===== src/rtl/mem_port_arbiter.sv =====
// Round-robin arbiter sharing one combinational-read RAM port between the CPU and an aux master.
// Fixed 3-cycle access (IDLE/ACCESS/DONE); requesters hold req until their one-cycle ack.
module mem_port_arbiter #(
  parameter int AW    = 12,
  parameter int DW    = 16,
  parameter int DEPTH = 128
) (
  input  logic          clk,
  input  logic          rst,
  input  logic          cpu_req,
  input  logic          cpu_we,
  input  logic [AW-1:0] cpu_addr,
  input  logic [DW-1:0] cpu_wdata,
  output logic          cpu_ack,
  output logic [DW-1:0] cpu_rdata,
  input  logic          aux_req,
  input  logic          aux_we,
  input  logic [AW-1:0] aux_addr,
  input  logic [DW-1:0] aux_wdata,
  output logic          aux_ack,
  output logic [DW-1:0] aux_rdata,
  output logic [AW-1:0] mem_addr,
  output logic [DW-1:0] mem_wdata,
  output logic          mem_we,
  input  logic [DW-1:0] mem_rdata,
  output logic          grant,
  output logic          oor_err
);

  typedef enum logic [1:0] {
    ST_IDLE   = 2'd0,
    ST_ACCESS = 2'd1,
    ST_DONE   = 2'd2
  } state_e;

  localparam logic [AW-1:0] LIMIT = AW'(DEPTH);

  state_e        state_q, state_d;
  logic          last_q, last_d;
  logic          grant_q, grant_d;
  logic          lat_we_q, lat_we_d;
  logic [AW-1:0] lat_addr_q, lat_addr_d;
  logic [DW-1:0] lat_wdata_q, lat_wdata_d;
  logic          mem_we_q, mem_we_d;
  logic          cpu_ack_q, cpu_ack_d;
  logic          aux_ack_q, aux_ack_d;
  logic [DW-1:0] cpu_rdata_q, cpu_rdata_d;
  logic [DW-1:0] aux_rdata_q, aux_rdata_d;
  logic          oor_q, oor_d;

  logic          any_req;
  logic          pick_aux;
  logic          sel_we;
  logic [AW-1:0] sel_addr;
  logic [DW-1:0] sel_wdata;
  logic          lat_in_range;
  logic [DW-1:0] rd_val;

  // last_q = 1 means aux was served last, so a tie goes to the CPU.
  assign any_req      = cpu_req | aux_req;
  assign pick_aux     = aux_req & (~cpu_req | ~last_q);
  assign sel_we       = pick_aux ? aux_we    : cpu_we;
  assign sel_addr     = pick_aux ? aux_addr  : cpu_addr;
  assign sel_wdata    = pick_aux ? aux_wdata : cpu_wdata;
  assign lat_in_range = lat_addr_q < LIMIT;
  assign rd_val       = lat_in_range ? mem_rdata : '0;

  always_comb begin
    state_d     = state_q;
    last_d      = last_q;
    grant_d     = grant_q;
    lat_we_d    = lat_we_q;
    lat_addr_d  = lat_addr_q;
    lat_wdata_d = lat_wdata_q;
    mem_we_d    = 1'b0;
    cpu_ack_d   = 1'b0;
    aux_ack_d   = 1'b0;
    cpu_rdata_d = cpu_rdata_q;
    aux_rdata_d = aux_rdata_q;
    oor_d       = oor_q;
    case (state_q)
      ST_IDLE: begin
        if (any_req) begin
          state_d     = ST_ACCESS;
          last_d      = pick_aux;
          grant_d     = pick_aux;
          lat_we_d    = sel_we;
          lat_addr_d  = sel_addr;
          lat_wdata_d = sel_wdata;
          mem_we_d    = sel_we & (sel_addr < LIMIT);
        end
      end
      ST_ACCESS: begin
        state_d = ST_DONE;
        if (grant_q) aux_ack_d = 1'b1;
        else         cpu_ack_d = 1'b1;
        if (!lat_we_q) begin
          if (grant_q) aux_rdata_d = rd_val;
          else         cpu_rdata_d = rd_val;
        end
        if (!lat_in_range) oor_d = 1'b1;
      end
      ST_DONE: state_d = ST_IDLE;
      default: state_d = ST_IDLE;
    endcase
  end

  always_ff @(posedge clk or posedge rst) begin
    if (rst) begin
      state_q     <= ST_IDLE;
      last_q      <= 1'b1;
      grant_q     <= 1'b0;
      lat_we_q    <= 1'b0;
      lat_addr_q  <= '0;
      lat_wdata_q <= '0;
      mem_we_q    <= 1'b0;
      cpu_ack_q   <= 1'b0;
      aux_ack_q   <= 1'b0;
      cpu_rdata_q <= '0;
      aux_rdata_q <= '0;
      oor_q       <= 1'b0;
    end else begin
      state_q     <= state_d;
      last_q      <= last_d;
      grant_q     <= grant_d;
      lat_we_q    <= lat_we_d;
      lat_addr_q  <= lat_addr_d;
      lat_wdata_q <= lat_wdata_d;
      mem_we_q    <= mem_we_d;
      cpu_ack_q   <= cpu_ack_d;
      aux_ack_q   <= aux_ack_d;
      cpu_rdata_q <= cpu_rdata_d;
      aux_rdata_q <= aux_rdata_d;
      oor_q       <= oor_d;
    end
  end

  assign mem_addr  = lat_addr_q;
  assign mem_wdata = lat_wdata_q;
  assign mem_we    = mem_we_q;
  assign cpu_ack   = cpu_ack_q;
  assign aux_ack   = aux_ack_q;
  assign cpu_rdata = cpu_rdata_q;
  assign aux_rdata = aux_rdata_q;
  assign grant     = grant_q;
  assign oor_err   = oor_q;

endmodule

===== config.mk =====
export PLATFORM = sky130hd
export DESIGN_NAME = mem_port_arbiter
export DESIGN_NICKNAME = d
export VERILOG_FILES = /design/src/rtl/mem_port_arbiter.sv
export SDC_FILE = /design/constraint.sdc
export NUM_CORES = 1
export LEC_CHECK = 0
export CORE_MARGIN = 5
export CORE_UTILIZATION = 38
export CTS_BUF_LIST = sky130_fd_sc_hd__clkbuf_4 sky130_fd_sc_hd__clkbuf_8
export CTS_CLUSTER_DIAMETER = 100
export CTS_CLUSTER_SIZE = 28
export DETAILED_ROUTE_END_ITERATION = 7
export PLACE_DENSITY = 0.81
export SLEW_MARGIN = 5
export SYNTH_ARGS = -nofsm -noshare
export SYNTH_HDL_FRONTEND = slang
export SYNTH_SLANG_ARGS = --single-unit

===== constraint.sdc =====
create_clock -name clk -period 2.12 [get_ports clk]
set_clock_uncertainty 0.05 [all_clocks]
set_input_delay 0.318 -clock clk [delete_from_list [all_inputs] [get_ports clk]]
set_output_delay 0.318 -clock clk [all_outputs]
set_load 0.05 [all_outputs]

; ---- Yosys cells after proc, flatten, opt, wreduce, memory -nomap -nowiden
; Cells that the tools add are included.
[op_classes]
n_lt_le_gt_ge = 2
eq_ne = 2
mux = 12
bitwise = 9
n_reduce_logical = 5
[op_table]
columns = cell, count
row1 = 16-bit 2-to-1 mux, 2
row2 = 12-bit by 8-bit less-than comparator with 1-bit output (second input constant), 2
row3 = 12-bit 2-to-1 mux, 1
row4 = 1-bit 2-to-1 mux, 7
row5 = 3-bit AND reduction, 2
row6 = 1-bit NOT, 5
row7 = 2-bit case mux with 2 select lines, 1
row8 = 2-bit AND reduction, 2
row9 = 1-bit AND, 2
row10 = 2-bit by 1-bit == test with 1-bit output (second input constant), 1
row11 = 2-bit zero test, 1
row12 = 2-bit 2-to-1 mux, 1
row13 = 2-bit != test (second input constant), 1
row14 = 1-bit bitwise OR, 2
[word_totals]
regBits = 69
out_inout_bits = 65
elab_cells = 42

; ---- Logic depth before layout (Yosys ltp)
; Gate-level depths: netlist of the first run.
[depth]
ltp_word = 8
ltp_mapped = 5
ltp_nobuf = 3

; ---- Worst setup path before layout of the first run
; Ideal clock, no wire load.
[synth_path]
kind = reg-to-reg
from = register grant_q (netlist: grant)
to = register cpu_rdata_q[6] (netlist: cpu_rdata[6])
setup_ns = 0.134
t_arrival_ns = 1.533
required_ns = 1.936
path_slack_ns = 0.403
stages_incl_launch_ff = 6
period_less_slack_ns = 1.717
path_cell_list = dfrtp_1 -> or4b_1 -> buf_2 -> buf_6 -> nand2_1 -> o21ai_0
[synth_between]
elab_chain_cells = 2
[synth_lines]
columns = element, line
row1 = start: declaration, 40  ; logic grant_q, grant_d;
row2 = start signal: assignment, 125  ; grant_q <= grant_d;
row3 = 1-bit NOT (no line), --
row4 = 3-bit AND reduction (no line), --
row5 = end signal: assignment, 132  ; cpu_rdata_q <= cpu_rdata_d;
row6 = end: declaration, 47  ; logic [DW-1:0] cpu_rdata_q, cpu_rdata_d;
; Every way passes these cells.
; A chain may end at the register's enable or synchronous reset.

; ---- Worst setup path after layout of the first run
[layout_path]
from = register lat_addr_q[11] (netlist: mem_addr[11])
to = output mem_addr[11]
[layout_rtl]
columns = element, line
row1 = start: declaration, 42  ; logic [AW-1:0] lat_addr_q, lat_addr_d;
row2 = start signal: assignment, 127  ; lat_addr_q <= lat_addr_d;
row3 = end: declaration, 22  ; output logic [AW-1:0] mem_addr,
; No word-level cell between the ends.

==> results.json, run 1 <==
{
  "effective_utilization_at_floorplan_pct": 39.4,
  "worst_path_dominant_cell_family": "buffers and inverters",
  "grt-ovfl-total": 0,
  "endpoint_kind_of_the_worst_setup_timing_path": "output pin",
  "grt_pass1_vias": 2744,
  "dieArea_um2": 10000,
  "overall_power_consumption_mw": 8.13,
  "use_met2_pct": 30.7,
  "use_met3_pct": 5.00,
  "r2r-start": "last_q$_DFFE_PP1P_",
  "netlist_area_um2": 3080,
  "insertion_delay_ns": 0.33,
  "ys_seq_area_share_pct": 56.1,
  "floorplan.die.height_um": 100,
  "report.final.hold_viol_count": 0,
  "outcome": "complete, no violations",
  "synth.ff_latch_count": 69,
  "place_hpwl_mm": 6.20,
  "cts.sinks": 69,
  "worst-r2r-setup-slack_ns": 0.32,
  "finalWirelength_mm": 8.28,
  "grt_start_max_net_pins": 40,
  "synth_async_sr_flop_share_pct": 100,
  "power_leakage_nw": 1.96,
  "crit_fanout": 3,
  "htree_levels": 3,
  "critical_path_required_ns": 1.75,
  "worst_ir_drop_vdd_uv": 923,
  "fin_setup_tns_ns": 0,
  "synth.net_count": 342,
  "layout-drive-gt1-share_pct": 20.6,
  "synth_edf_count": 0,
  "critical_path.startpoint_type": "flop",
  "die_width_um": 100,
  "core_region_area_um2": 7810,
  "cell_by_cell_trace_of_the_critical_path": "clkdlybuf4s50_1",
  "critical_path.n_buffers_inverters": 1,
  "grt_most_used_layer": "met2",
  "clk_transition_reported_paths_ns": 0.08,
  "drt_first_pass_iters": 4,
  "fin_nets": 486,
  "yosys.cell_types.count": 30,
  "io-pin-count": 143,
  "p_per_area_nw_per_um2": 1680,
  "final.period_utilization_pct": 90.9,
  "total_routing_resource_utilization_after_global_routing_pct": 17.4,
  "routed-via-count": 2494,
  "worst-setup-path-type": "reg2out",
  "area_growth_pct": 57.3,
  "fmaxAchievable_mhz": 519,
  "grt_setup_unrepaired": "no",
  "drc_errors": 0,
  "worst_slew_margin_relative_to_its_limit_pct": 58.5,
  "cts-buffers-inserted": 9,
  "synth_ff_type": "sky130_fd_sc_hd__dfrtp_1",
  "global_route.usage.met1_pct": 19.7,
  "maxCapViolations": 0,
  "detail_route.wl_per_cell_um": 16.1,
  "number_of_antenna_violations_at_the_first_check_in_global_routing": 0,
  "worst-r2r-cell-count": 3,
  "min_period_ns": 1.93,
  "finalSetupViolCount": 0,
  "slowest_stage_cell_cp": "sky130_fd_sc_hd__clkdlybuf4s50_1",
  "grt_pass1_wl_mm": 13.8,
  "regToRegEndpoint": "mem_wdata[11]$_DFFE_PP0P_",
  "maxSlewViolCount": 0,
  "cts_setup_buffers": 0,
  "route.antenna.remaining_nets": 0,
  "synthesis.instances": 264,
  "clk_root_buffer_cell": "sky130_fd_sc_hd__clkbuf_8",
  "synthesis.area_per_instance_um2": 11.7,
  "avgViaCountPerCell": 4.85,
  "yosysWarnings": 0,
  "row_count": 32,
  "placer_s_final_routability_congestion_estimate": 0.783,
  "first_iter_violations": 105,
  "tightest_hold_check_type": "in2async",
  "portBuffers": 142,
  "worstMarginPinSlew_ns": 0.623,
  "tritoncts": "done",
  "worst-endpoint-arrival_ns": 1.56,
  "cp_slowest_stage_delay_ns": 0.84,
  "cts-root-to-sink-buffers": 2,
  "num_antenna_cells": 0
}
## worst max-delay path by stage
stage | from | end | slack (ns) | cells after the start
3_3_place_gp | aux_req | lat_we_q$_DFFE_PP0P_ | 0.03 | 4
5_1_grt | oor_err$_DFFE_PP0P_ | oor_err | 0.14 | 1
3_5_place_dp | aux_req | mem_wdata[5]$_DFFE_PP0P_ | 0.0006 | 4
2_1_floorplan | rst | aux_ack$_DFF_PP0_ | 0.01 | 1
4_1_cts | grant$_DFFE_PP0P_ | grant | 0.06 | 1
6_report | mem_addr[11]$_DFFE_PP0P_ | mem_addr[11] | 0.19 | 1
## flip-flops by register name (all words and copies together) (netlist names)
signal / flops
oor_err: 1
mem_we: 1
cpu_ack: 1
lat_we_q: 1
mem_addr: 12
mem_wdata: 16
last_q: 1
aux_ack: 1
state_q: 2
cpu_rdata: 16
aux_rdata: 16
grant: 1
## stage by stage
stage / cell area [um2] / hold slack [ns] / cells / util (%) / setup slack (ns)
after detailed placement: 4600 / 0.402 / 499 / 59.0 / 0.000579
after global placement: 4600 / 0.391 / 499 / 59.0 / 0.0290
after floorplan: 3080 / 0.331 / 264 / - / 0.0138
after global routing: 4840 / 0.263 / 514 / 62.0 / 0.145
after CTS: 4840 / 0.240 / 514 / 62.0 / 0.0550
final: 4840 / 0.235 / 514 / 62.0 / 0.192
## cells in the mapped netlist (all sizes together), types with 2 or more instances
| cell type | n | area share [%] |
|---|---|---|
| dfrtp | 68 | 55 |
| nand2 | 65 | 7.9 |
| mux2 | 58 | 21 |
| o21ai | 32 | 5.2 |
| buf | 9 | 2.1 |
| clkbuf | 7 | 1.2 |
| nor2 | 3 | 0.37 |
| and2 | 2 | 0.41 |
| inv | 2 | 0.24 |
| nor4b | 2 | 1.1 |
| or4b | 2 | 0.65 |
## cell families after synthesis
| logic type | share of synthesized area [%] |
|---|---|
| and+or+nand+nor | 12.0 |
| DFF | 56.1 |
| muxes | 21.5 |
| AOI/OAI and AO/OA | 6.83 |
| buffers and inverters | 3.54 |
## power by group
part	internal, mW	switching (mW)
clock network	0.777	0.494
registers	1.92	0.363
logic	1.70	2.88
## cells in the final DEF (no fill, tap or decap)
cell type                         Yosys  final
sky130_fd_sc_hd__nor3_1               1      1
sky130_fd_sc_hd__clkdlybuf4s50_1      0    141
sky130_fd_sc_hd__bufinv_16            0      3
sky130_fd_sc_hd__inv_6                0      1
sky130_fd_sc_hd__nor4b_4              1      1
sky130_fd_sc_hd__a21o_1               1      1
sky130_fd_sc_hd__a21oi_1              1      1
sky130_fd_sc_hd__clkinvlp_4           0      1
sky130_fd_sc_hd__mux2i_1              1      1
sky130_fd_sc_hd__o21a_1               1      1
sky130_fd_sc_hd__nand2_1             65     65
sky130_fd_sc_hd__nand4bb_1            1      1
sky130_fd_sc_hd__dlymetal6s2s_1       0      1
sky130_fd_sc_hd__a31oi_1              1      1
sky130_fd_sc_hd__buf_4                0      5
sky130_fd_sc_hd__mux2_2              58     58
sky130_fd_sc_hd__inv_2                0      1
sky130_fd_sc_hd__clkinv_2             0      1
sky130_fd_sc_hd__o21ai_1              9      9
sky130_fd_sc_hd__inv_1                2      1
sky130_fd_sc_hd__nor2_1               3      3
sky130_fd_sc_hd__dfrtp_1             68     68
sky130_fd_sc_hd__a21bo_4              1      1
sky130_fd_sc_hd__or4b_1               2      2
sky130_fd_sc_hd__clkbuf_8             1      9
sky130_fd_sc_hd__and2_1               2      2
sky130_fd_sc_hd__dfstp_2              1      1
sky130_fd_sc_hd__a21boi_1             1      1
sky130_fd_sc_hd__nor4b_1              1      1
sky130_fd_sc_hd__nor2b_1              1      1
sky130_fd_sc_hd__nand3_1              1      1
sky130_fd_sc_hd__and4bb_2             1      1
sky130_fd_sc_hd__o21ai_0             23     23
sky130_fd_sc_hd__or4_1                1      1
sky130_fd_sc_hd__buf_12               0      2
## metal layers
metal | part of all wire, % | up-vias
li1 | - | 1197
met1 | 38 | 1196
met2 | 53 | 85
met3 | 6.8 | 16
met4 | 2.3 | 0
met5 | 0 | -
## timing repair
item                                    CTS  global route
endpoints found under the setup margin    0             1
gates resized for setup                   0             1
hold buffers                              0             0
## layout make-up
class,count,area (um2)
multi-input cells,177,1240
inverters,2,7.51
clock buffers,9,124
clock inverters,6,111
flip-flops and latches,69,1730
fillers,642,2970
well taps,102,128
repair buffers,149,1500
Power figures use the tool's default switching activity.
==> run 2, diff against run 1 <==
CAP_MARGIN = 20   (was not set)
CTS_CLUSTER_SIZE = not set   (was 28)
==> results of run 2 <==
The final DEF is identical to that of run 1; final timing and power are the same.
==> run 3, diff against run 2 <==
CORE_UTILIZATION = 43   (was 38)
PLACE_DENSITY = 0.86   (was 0.81)
clock period = 2.1 ns   (was 2.12 ns; I/O delays follow)
==> run 3 against run 2 <==
  * Critical path depth stayed put
  * Count of clock-buffer cells in the layout is 1 higher
  * Sequential power is 2% higher
  * Setup slack better by 0.0035 ns
  * Largest power group unchanged
  * First-iteration DRC count is 15% lower
  * Utilization is 7.9 points higher
  * Critical endpoint is now mem_addr[7]
  * Worst hold slack better by 0.040 ns
  * Cell count is 0.97% lower
  * Via count is 1.1% higher
  * Flip-flop and latch count stayed put
  * Clock power is 17% lower
  * Critical path type unchanged
  * Combinational power is 1% higher
==> results.json, run 3 (synthesis results as in run 1) <==
{
  "num_antenna_cells": 0,
  "route.antenna.remaining_nets": 0,
  "regToRegEndpoint": "mem_addr[0]$_DFFE_PP0P_",
  "placedCellCount": 493,
  "slowest_stage_cell_cp": "sky130_fd_sc_hd__clkdlybuf4s50_1",
  "core_region_area_um2": 6870,
  "sequential_cell_fraction_of_total_power_pct": 29.0,
  "worst_path_dominant_cell_family": "buffers and inverters",
  "worst_slew_margin_relative_to_its_limit_pct": 61.5,
  "number_of_antenna_violations_at_the_first_check_in_global_routing": 0,
  "portBuffers": 142,
  "htree_levels": 3,
  "routed.top_layer": "met4",
  "critical_path_required_ns": 1.74,
  "endpoint_kind_of_the_worst_setup_timing_path": "output pin",
  "r2r-start": "last_q$_DFFE_PP1P_",
  "first_iter_violations": 89,
  "cts.sinks": 69,
  "cts-root-to-sink-buffers": 2,
  "layout-drive-gt1-share_pct": 20.8,
  "cell_by_cell_trace_of_the_critical_path": "clkdlybuf4s50_1",
  "io-pin-count": 143,
  "finalWirelength_mm": 8.22,
  "insertion_delay_ns": 0.33,
  "critical_path.n_buffers_inverters": 1,
  "outcome": "complete, no violations",
  "row_count": 30,
  "worst-endpoint-arrival_ns": 1.54,
  "p_sw_share_pct": 47.2,
  "worst-r2r-cell-count": 3,
  "worstMarginPinSlew_ns": 0.578,
  "fin_nets": 486,
  "crit_fanout": 3,
  "power_leakage_nw": 1.93,
  "fin_setup_tns_ns": 0,
  "finalSetupViolCount": 0,
  "floorplan.die.height_um": 94.6,
  "maxCapViolations": 0,
  "post_cts_hold_buffer_count": 0,
  "placement.setup.worst_slack_ns": -0.0303,
  "netSwitchingPower_mw": 3.78,
  "report.final.hold_viol_count": 0,
  "tritoncts": "done",
  "placer_s_final_routability_congestion_estimate": 0.744,
  "layout_commonest_cell": "sky130_fd_sc_hd__clkdlybuf4s50_1",
  "grt-ovfl-total": 0,
  "die_width_um": 94.6,
  "clk_transition_reported_paths_ns": 0.08,
  "fmaxAchievable_mhz": 525,
  "num-fill-cells": 512,
  "clk_root_buffer_cell": "sky130_fd_sc_hd__clkbuf_8",
  "worst_ir_drop_vdd_uv": 923,
  "grt_pass1_wl_mm": 13.2,
  "cp_slowest_stage_delay_ns": 0.83,
  "grt_pass1_vias": 2697,
  "routed-via-count": 2522,
  "worst-setup-path-type": "reg2out",
  "drt_first_pass_iters": 4,
  "effective_utilization_at_floorplan_pct": 44.8,
  "drc_errors": 0,
  "detail_route.wl_per_cell_um": 16.1,
  "layout.cells.non_filler": 509,
  "grt_start_max_net_pins": 54,
  "cell_internal_pwr_mw": 4.23,
  "cts-buffers-inserted": 9,
  "setup_ws_ns": 0.195,
  "power.share.clock_pct": 13.2,
  "critical_path.startpoint_type": "flop",
  "place_hpwl_mm": 6.13,
  "p_per_area_nw_per_um2": 1670,
  "maxSlewViolCount": 0,
  "combPwrFrac_pct": 57.8,
  "routedLengthMet1_mm": 3.21,
  "wl_met3_um": 499,
  "final_cell_mix": "sky130_fd_sc_hd__clkdlybuf4s50_1 (141), sky130_fd_sc_hd__dfrtp_1 (68), sky130_fd_sc_hd__nand2_1 (65), sky130_fd_sc_hd__mux2_2 (58), sky130_fd_sc_hd__o21ai_0 (23)",
  "hold_ws_ns": 0.276,
  "area_growth_pct": 56.0,
  "tightest_hold_check_type": "in2async",
  "final.period_utilization_pct": 90.7,
  "avgViaCountPerCell": 4.95,
  "grt_setup_unrepaired": "no",
  "worst-r2r-setup-slack_ns": 0.27,
  "total_routing_resource_utilization_after_global_routing_pct": 19.0,
  "min_period_ns": 1.90,
  "dieArea_um2": 8950,
  "route.met2.wl_mm": 4.38
}
-- run 3: cell types whose count changed in the layout (fill, tap and decap cells not counted), sizes merged --
| cell | change |
|---|---|
| clkinvlp | +3 |
| bufinv | -2 |
| inv | -2 |
| clkbuf | +1 |
| clkinv | +1 |
-- run 3: layout make-up --
type / instances / area [um2] / area share, %
flip-flops and latches: 69 / 1730 / 36.0
repair buffers: 149 / 1500 / 31.3
multi-input cells: 177 / 1240 / 25.8
clock buffers: 10 / 138 / 2.87
well taps: 96 / 120 / 2.50
clock inverters: 6 / 62.6 / 1.30
inverters: 2 / 11.3 / 0.234
-- run 3: through the flow --
stage / instance area, um2 / total power [mW] / utilization [%]
6_report: 4800 / 8.00 / 69.9
5_1_grt: 4800 / 8.38 / 69.9
4_1_cts: 4800 / 8.10 / 69.9
3_5_place_dp: 4600 / 7.01 / 67.0
3_3_place_gp: 4600 / 6.89 / 67.0
2_1_floorplan: 3080 / 5.36 / -
-- run 3: what timing repair did --
item	4_1_cts	5_1_grt
buffers inserted	0	0
setup endpoints to repair	0	1
gates resized for setup	0	1
-- run 3: worst max path at each step --
stage	startpoint	to	slack, ns	cells past startpoint
detailed placement	cpu_req	lat_we_q$_DFFE_PP0P_	-0.03	4
global placement	cpu_req	lat_we_q$_DFFE_PP0P_	0.008	4
CTS	grant$_DFFE_PP0P_	grant	0.04	1
finish	mem_addr[7]$_DFFE_PP0P_	mem_addr[7]	0.20	1
floorplan	grant$_DFFE_PP0P_	cpu_rdata[6]$_DFFE_PP0P_	0.38	5
global route	mem_addr[11]$_DFFE_PP0P_	mem_addr[11]	0.15	1
-- run 3: power by group through the flow --
stage | Combinational (mW) | Sequential [mW] | Clock [mW]
after floorplan | 1.10 | 4.26 | 0
after global placement | 4.59 | 2.30 | 0
after detailed placement | 4.67 | 2.34 | 0
after CTS | 4.68 | 2.32 | 1.09
after global routing | 4.84 | 2.40 | 1.14
final | 4.63 | 2.32 | 1.06
-- run 3: worst register-to-register path, cell delays in order, from the launching register on --
cell and delay (ns):
sky130_fd_sc_hd__dfstp_2 0.56, sky130_fd_sc_hd__a21bo_4 0.42, sky130_fd_sc_hd__mux2_2 0.42, sky130_fd_sc_hd__mux2_2 0.27
-- run 3: metal layers --
| layer | vias up | global-route usage [%] |
|---|---|---|
| met2 | 102 | 33.2 |
| li1 | 1190 | - |
| met1 | 1219 | 22.7 |
| met4 | 0 | 8.29 |
| met5 | - | 0 |
| met3 | 11 | 3.67 |
